--- src/rtl/button_events.sv ---
// Multi-channel push-button front end: synchronise, debounce and classify NUM_BTN active-low buttons.
// Optional long-press detection is compiled in when BTN_LONGPRESS_EN is defined.
module button_events #(
    parameter int NUM_BTN         = 4,
    parameter int DEBOUNCE_CYCLES = 16,
    parameter int HOLD_CYCLES     = 1000
) (
    input  logic               clk,
    input  logic               reset,
    input  logic [NUM_BTN-1:0] btn,
    output logic [NUM_BTN-1:0] press_pulse,
    output logic [NUM_BTN-1:0] release_pulse,
    output logic [NUM_BTN-1:0] long_pulse,
    output logic [NUM_BTN-1:0] held,
    output logic               any_press
);

    localparam int             DBW    = $clog2(DEBOUNCE_CYCLES + 1);
    localparam logic [DBW-1:0] DB_MAX = DBW'(DEBOUNCE_CYCLES);

    typedef enum logic [1:0] {
        IDLE     = 2'd0,
        DB_PRESS = 2'd1,
        DOWN     = 2'd2,
        DB_REL   = 2'd3
    } state_e;

    logic [NUM_BTN-1:0] sync1_q, sync1_d;
    logic [NUM_BTN-1:0] sync2_q, sync2_d;
    state_e             state_q  [NUM_BTN];
    state_e             state_d  [NUM_BTN];
    logic [DBW-1:0]     db_cnt_q [NUM_BTN];
    logic [DBW-1:0]     db_cnt_d [NUM_BTN];
    logic [NUM_BTN-1:0] press_q, press_d;
    logic [NUM_BTN-1:0] release_q, release_d;
    logic [NUM_BTN-1:0] held_q, held_d;
    logic               any_press_q, any_press_d;

    // sync2_q is the synchronised "pressed" level (p_s) for each channel.
    always_comb begin
        // NOTE: every combinational output gets a default first so no path leaves it unassigned (no latch).
        sync1_d   = ~btn;
        sync2_d   = sync1_q;
        press_d   = '0;
        release_d = '0;
        held_d    = '0;
        for (int i = 0; i < NUM_BTN; i++) begin
            state_d[i]  = state_q[i];
            db_cnt_d[i] = db_cnt_q[i];
            case (state_q[i])
                IDLE: begin
                    if (sync2_q[i]) begin
                        state_d[i]  = DB_PRESS;
                        db_cnt_d[i] = DBW'(1);
                    end
                end
                DB_PRESS: begin
                    if (!sync2_q[i]) begin
                        state_d[i]  = IDLE;
                        db_cnt_d[i] = '0;
                    end else if (db_cnt_q[i] == DB_MAX) begin
                        state_d[i]  = DOWN;
                        db_cnt_d[i] = '0;
                        press_d[i]  = 1'b1;
                    end else begin
                        db_cnt_d[i] = db_cnt_q[i] + DBW'(1);
                    end
                end
                DOWN: begin
                    if (!sync2_q[i]) begin
                        state_d[i]  = DB_REL;
                        db_cnt_d[i] = DBW'(1);
                    end
                end
                DB_REL: begin
                    if (sync2_q[i]) begin
                        state_d[i]  = DOWN;
                        db_cnt_d[i] = '0;
                    end else if (db_cnt_q[i] == DB_MAX) begin
                        state_d[i]   = IDLE;
                        db_cnt_d[i]  = '0;
                        release_d[i] = 1'b1;
                    end else begin
                        db_cnt_d[i] = db_cnt_q[i] + DBW'(1);
                    end
                end
                default: begin
                    state_d[i]  = IDLE;
                    db_cnt_d[i] = '0;
                end
            endcase
            held_d[i] = (state_d[i] == DOWN) || (state_d[i] == DB_REL);
        end
        any_press_d = |press_d;
    end

    // NOTE: state is updated with non-blocking assignments so all flops sample the same pre-edge values.
    always_ff @(posedge clk or negedge reset) begin
        if (!reset) begin
            sync1_q     <= '0;
            sync2_q     <= '0;
            press_q     <= '0;
            release_q   <= '0;
            held_q      <= '0;
            any_press_q <= 1'b0;
            // NOTE: the per-channel arrays are small flop banks, not RAM, so they are reset like any register.
            for (int i = 0; i < NUM_BTN; i++) begin
                state_q[i]  <= IDLE;
                db_cnt_q[i] <= '0;
            end
        end else begin
            sync1_q     <= sync1_d;
            sync2_q     <= sync2_d;
            press_q     <= press_d;
            release_q   <= release_d;
            held_q      <= held_d;
            any_press_q <= any_press_d;
            for (int i = 0; i < NUM_BTN; i++) begin
                state_q[i]  <= state_d[i];
                db_cnt_q[i] <= db_cnt_d[i];
            end
        end
    end

`ifdef BTN_LONGPRESS_EN
    localparam int            HW       = $clog2(HOLD_CYCLES + 1);
    localparam logic [HW-1:0] HOLD_MAX = HW'(HOLD_CYCLES);

    logic [HW-1:0]      hold_cnt_q [NUM_BTN];
    logic [HW-1:0]      hold_cnt_d [NUM_BTN];
    logic [NUM_BTN-1:0] long_q, long_d;

    // The hold count is 0 on the press-pulse cycle, so reaching HOLD_MAX lands HOLD_CYCLES later.
    always_comb begin
        long_d = '0;
        for (int i = 0; i < NUM_BTN; i++) begin
            hold_cnt_d[i] = hold_cnt_q[i];
            if (press_d[i]) begin
                hold_cnt_d[i] = '0;
            end else if (((state_q[i] == DOWN) || (state_q[i] == DB_REL)) &&
                         (hold_cnt_q[i] != HOLD_MAX)) begin
                hold_cnt_d[i] = hold_cnt_q[i] + HW'(1);
                long_d[i]     = (hold_cnt_d[i] == HOLD_MAX) && (state_d[i] != IDLE);
            end
        end
    end

    always_ff @(posedge clk or negedge reset) begin
        if (!reset) begin
            long_q <= '0;
            for (int i = 0; i < NUM_BTN; i++) begin
                hold_cnt_q[i] <= '0;
            end
        end else begin
            long_q <= long_d;
            for (int i = 0; i < NUM_BTN; i++) begin
                hold_cnt_q[i] <= hold_cnt_d[i];
            end
        end
    end

    assign long_pulse = long_q;
`else
    // Long-press disabled: HOLD_CYCLES has no effect and the expression below is constant 0.
    assign long_pulse = {NUM_BTN{HOLD_CYCLES < 0}};
`endif

    assign press_pulse   = press_q;
    assign release_pulse = release_q;
    assign held          = held_q;
    assign any_press     = any_press_q;

endmodule

--- config.mk ---
export PLATFORM = sky130hd
export DESIGN_NAME = button_events
export DESIGN_NICKNAME = d
export VERILOG_FILES = /design/src/rtl/button_events.sv
export SDC_FILE = /design/constraint.sdc
export NUM_CORES = 1
export LEC_CHECK = 0
export BUFFER_PORTS_ARGS = -buffer_cell sky130_fd_sc_hd__buf_2
export CAP_MARGIN = 10
export CORE_ASPECT_RATIO = 0.6
export CORE_MARGIN = 2
export CORE_UTILIZATION = 50
export DETAILED_ROUTE_END_ITERATION = 6
export GPL_TIMING_DRIVEN = 0
export PLACE_DENSITY = 0.83
export SETUP_SLACK_MARGIN = 0.05
export SLEW_MARGIN = 15
export SYNTH_ARGS = -nofsm -noshare
export SYNTH_HDL_FRONTEND = slang
export SYNTH_SLANG_ARGS = --single-unit
--- constraint.sdc ---
create_clock -name clk -period 1.6 [get_ports clk]
set_input_delay 0.24 -clock clk [delete_from_list [all_inputs] [get_ports clk]]
set_output_delay 0.24 -clock clk [all_outputs]
set_load 0.01 [all_outputs]
==> metrics.txt <==
Leak 1.20 nW; Ports 23; failing checks negative setup slack; CTS Buffer Depth 2; number of fillers in the final layout 351; post-route worst setup slack -13.7 ps; Cell Count, Final, Fillers Out 280; post-synth top area cell dfrtp_1; gp weighted congestion just over 0.8; # nets final 234; clk root buf clkbuf_8; IO Port Bufs 18; Post-DP HPWL 2300 um; Yosys cell types 32; GRT Total Usage 17.0%; status finished, violations left; routed wire length 3390 um; P&R area growth vs syn 17.3%; Worst EP arrival 1800 ps; max cap viols 0; R2R Path Start db_cnt_q[0]$_DFFE_PN0P_; Max Slew Vio Count 0; Yosys reg bits 47; Worst Path Max Fanout 4; GRT Residual Overflow 0; number of placed instances, taps included 267; Worst-Margin Slew 984 ps; first-pass iteration count of the detailed router 4; Post-Syn Area per Cell roughly 12 sq um; Max Fclk ~620 MHz; Die Footprint slightly below 5000 sq um; Crit. End Element register; Tmin final 1610 ps; multi-input logic area 921 sq um; H-tree Lvls 2; Ant. Diodes 0; post-synthesis cell count 186; GRT met1 Usage 21.2%; top cell type's share of synthesized area 54.7%; Hold Path Class in -> reg; hold path startpoint btn[2]; TNS Setup -13.7 ps; worst skew pair latency 300 ps; clk slew on worst S/H paths 90 ps; CTS tree yes; Synth Warn # 0; WS Path Type reg -> reg; clock skew 6.54 ps; # setup viols final 1; Pwr per Cell Area 1480 nW/um^2; Post-Syn Area 2150 sq um; GRT met2 Usage 27.1%; Slew HR 34.4%; critical path data required time 1780 ps; crit start category register; Fin Hold WS 64.1 ps; Initial Utilization 52.1%; Area contributors post-synth dfrtp_1, ha_1, xnor2_1; register area roughly 1200 sq um; Max VDD drop a little over 0.7 mV; sequential-to-total area share from yosys stat 54.7%; first-pass GRT wire length 6010 um; Num CTS Buffers 5; largest net degree at the start of global routing 48; busiest layer in global routing met2; fin crit share 101%; Std-Cell Rows 18; pre-CTS setup slack -48.6 ps; RSZ-0062 raised after global routing yes; DRT antenna net count 0; DRC viols 0; Chip Height 54.8 um; initial antenna violation count 0; number of global-route vias before repair 1357; clock sink total between 40 and 50; Hold Fails Final Rpt 0; layout cells sized above 1 28.6%; Critical path origin db_cnt_q[0]$_DFFE_PN0P_; Chip Width ~89 um; core box area between 4000 and 5000 sq um; routing usage on met3 around 5.6%; via count 1402; DRT iter0 DRCs 92; via/cell ratio 5.01; Routed WL per cell ~12 um
report_power, final:
| part | leakage [nW] | internal, mW | switching [mW] | total (mW) |
|---|---|---|---|---|
| logic | 0.541 | 0.591 | 0.641 | 1.23 |
| clock network | 0.0502 | 0.456 | 0.388 | 0.844 |
| registers | 0.604 | 1.43 | 0.222 | 1.65 |
| total | 1.20 | 2.48 | 1.25 | 3.73 |
layout make-up:
class / instances / area share [%]
multi-input cells: 120 / 36.5
well taps: 60 / 2.98
clock inverters: 2 / 1.49
repair buffers: 24 / 5.36
flip-flops and latches: 47 / 46.7
inverters: 13 / 1.94
clock buffers: 5 / 2.73
plain buffers: 9 / 2.28
Yosys cell counts:
library cell / count
o21ai_0: 6
a21oi_1: 15
xnor2_1: 9
and2b_2: 1
buf_2: 1
and4bb_2: 1
buf_4: 6
nand2_4: 2
o21a_1: 4
xor2_1: 5
dfrtp_1: 47
mux2i_1: 1
o22ai_1: 1
nor2b_1: 2
nor3b_2: 1
or4_1: 1
nand3_1: 12
a211oi_1: 3
conb_1: 1
nor3b_1: 8
clkbuf_1: 2
and4bb_4: 3
nand3b_1: 6
nand2_1: 11
o31ai_1: 3
or3_1: 1
nand2b_1: 2
ha_1: 8
a22o_1: 2
nor2_1: 2
inv_1: 13
mux2_2: 6
state kept, by name, indices dropped and copies added (netlist names):
signal	cells
sync1_q	4
any_press	1
release_pulse	4
sync2_q	4
db_cnt_q	20
held	2
press_pulse	4
state_q	8
stage by stage:
stage,util [%],area [sq um],power [mW]
after detailed placement,56.5,2330,2.77
after floorplan,-,2160,2.49
after CTS,59.8,2470,3.70
final,61.1,2520,3.73
after global placement,56.5,2330,2.72
after global routing,61.1,2520,4.02
cell families after synthesis:
family / count (synthesis) / synth area share [%]
fa+ha+maj: 8 / 4.66
compound gates: 34 / 9.49
other cells: 1 / 0.175
flops: 47 / 54.7
simple gates: 53 / 16.7
buf+inv: 22 / 4.95
xor+xnor: 14 / 5.71
mux: 7 / 3.61
metal layers:
| layer | part of all wire, % | routed length [um] |
|---|---|---|
| met5 | 0 | 0 |
| met4 | 2.1 | 70 |
| met2 | 44 | 1500 |
| met3 | 4.5 | 151 |
| met1 | 49 | 1670 |
final timing paths:
kind	end	slack (ps)	cells after the start
setup / recovery	any_press$_DFF_PN0_	-10	6
hold / removal	sync1_q[2]$_DFF_PN0_	60	2
setup reg to reg	any_press$_DFF_PN0_	-10	6
hold reg to reg	sync2_q[3]$_DFF_PN0_	350	0
max in group asynchronous	sync1_q[1]$_DFF_PN0_	900	1
min in group asynchronous	db_cnt_q[7]$_DFFE_PN0P_	90	1
repair_timing:
item / 4_1_cts / 5_1_grt
gates cloned: 0 / 0
resized for setup: 3 / 7
buffers inserted: 3 / 3
pin swaps: 0 / 1
setup endpoints to repair: 2 / 5
hold buffers: 0 / 0
layout by cell type, fill, tap and decap left out, types with 5 or more instances in the layout:
master and count:
nand2_1 9, mux2_2 6, inv_1 11, dfrtp_1 47, a21oi_1 14, ha_1 6, o21ai_0 6, xor2_1 5
buf_4 12, nor3b_1 6, nand3b_1 6, xnor2_1 7, clkbuf_8 5, buf_2 19, nand3_1 12
worst max-delay path: stages, from the launching register on:
cell and delay [ps]:
dfrtp_1 410, inv_2 50, ha_2 180, and4bb_4 220
nand2_4 80, nor3b_2 60, or4_1 490
Power figures use the tool's default switching activity.
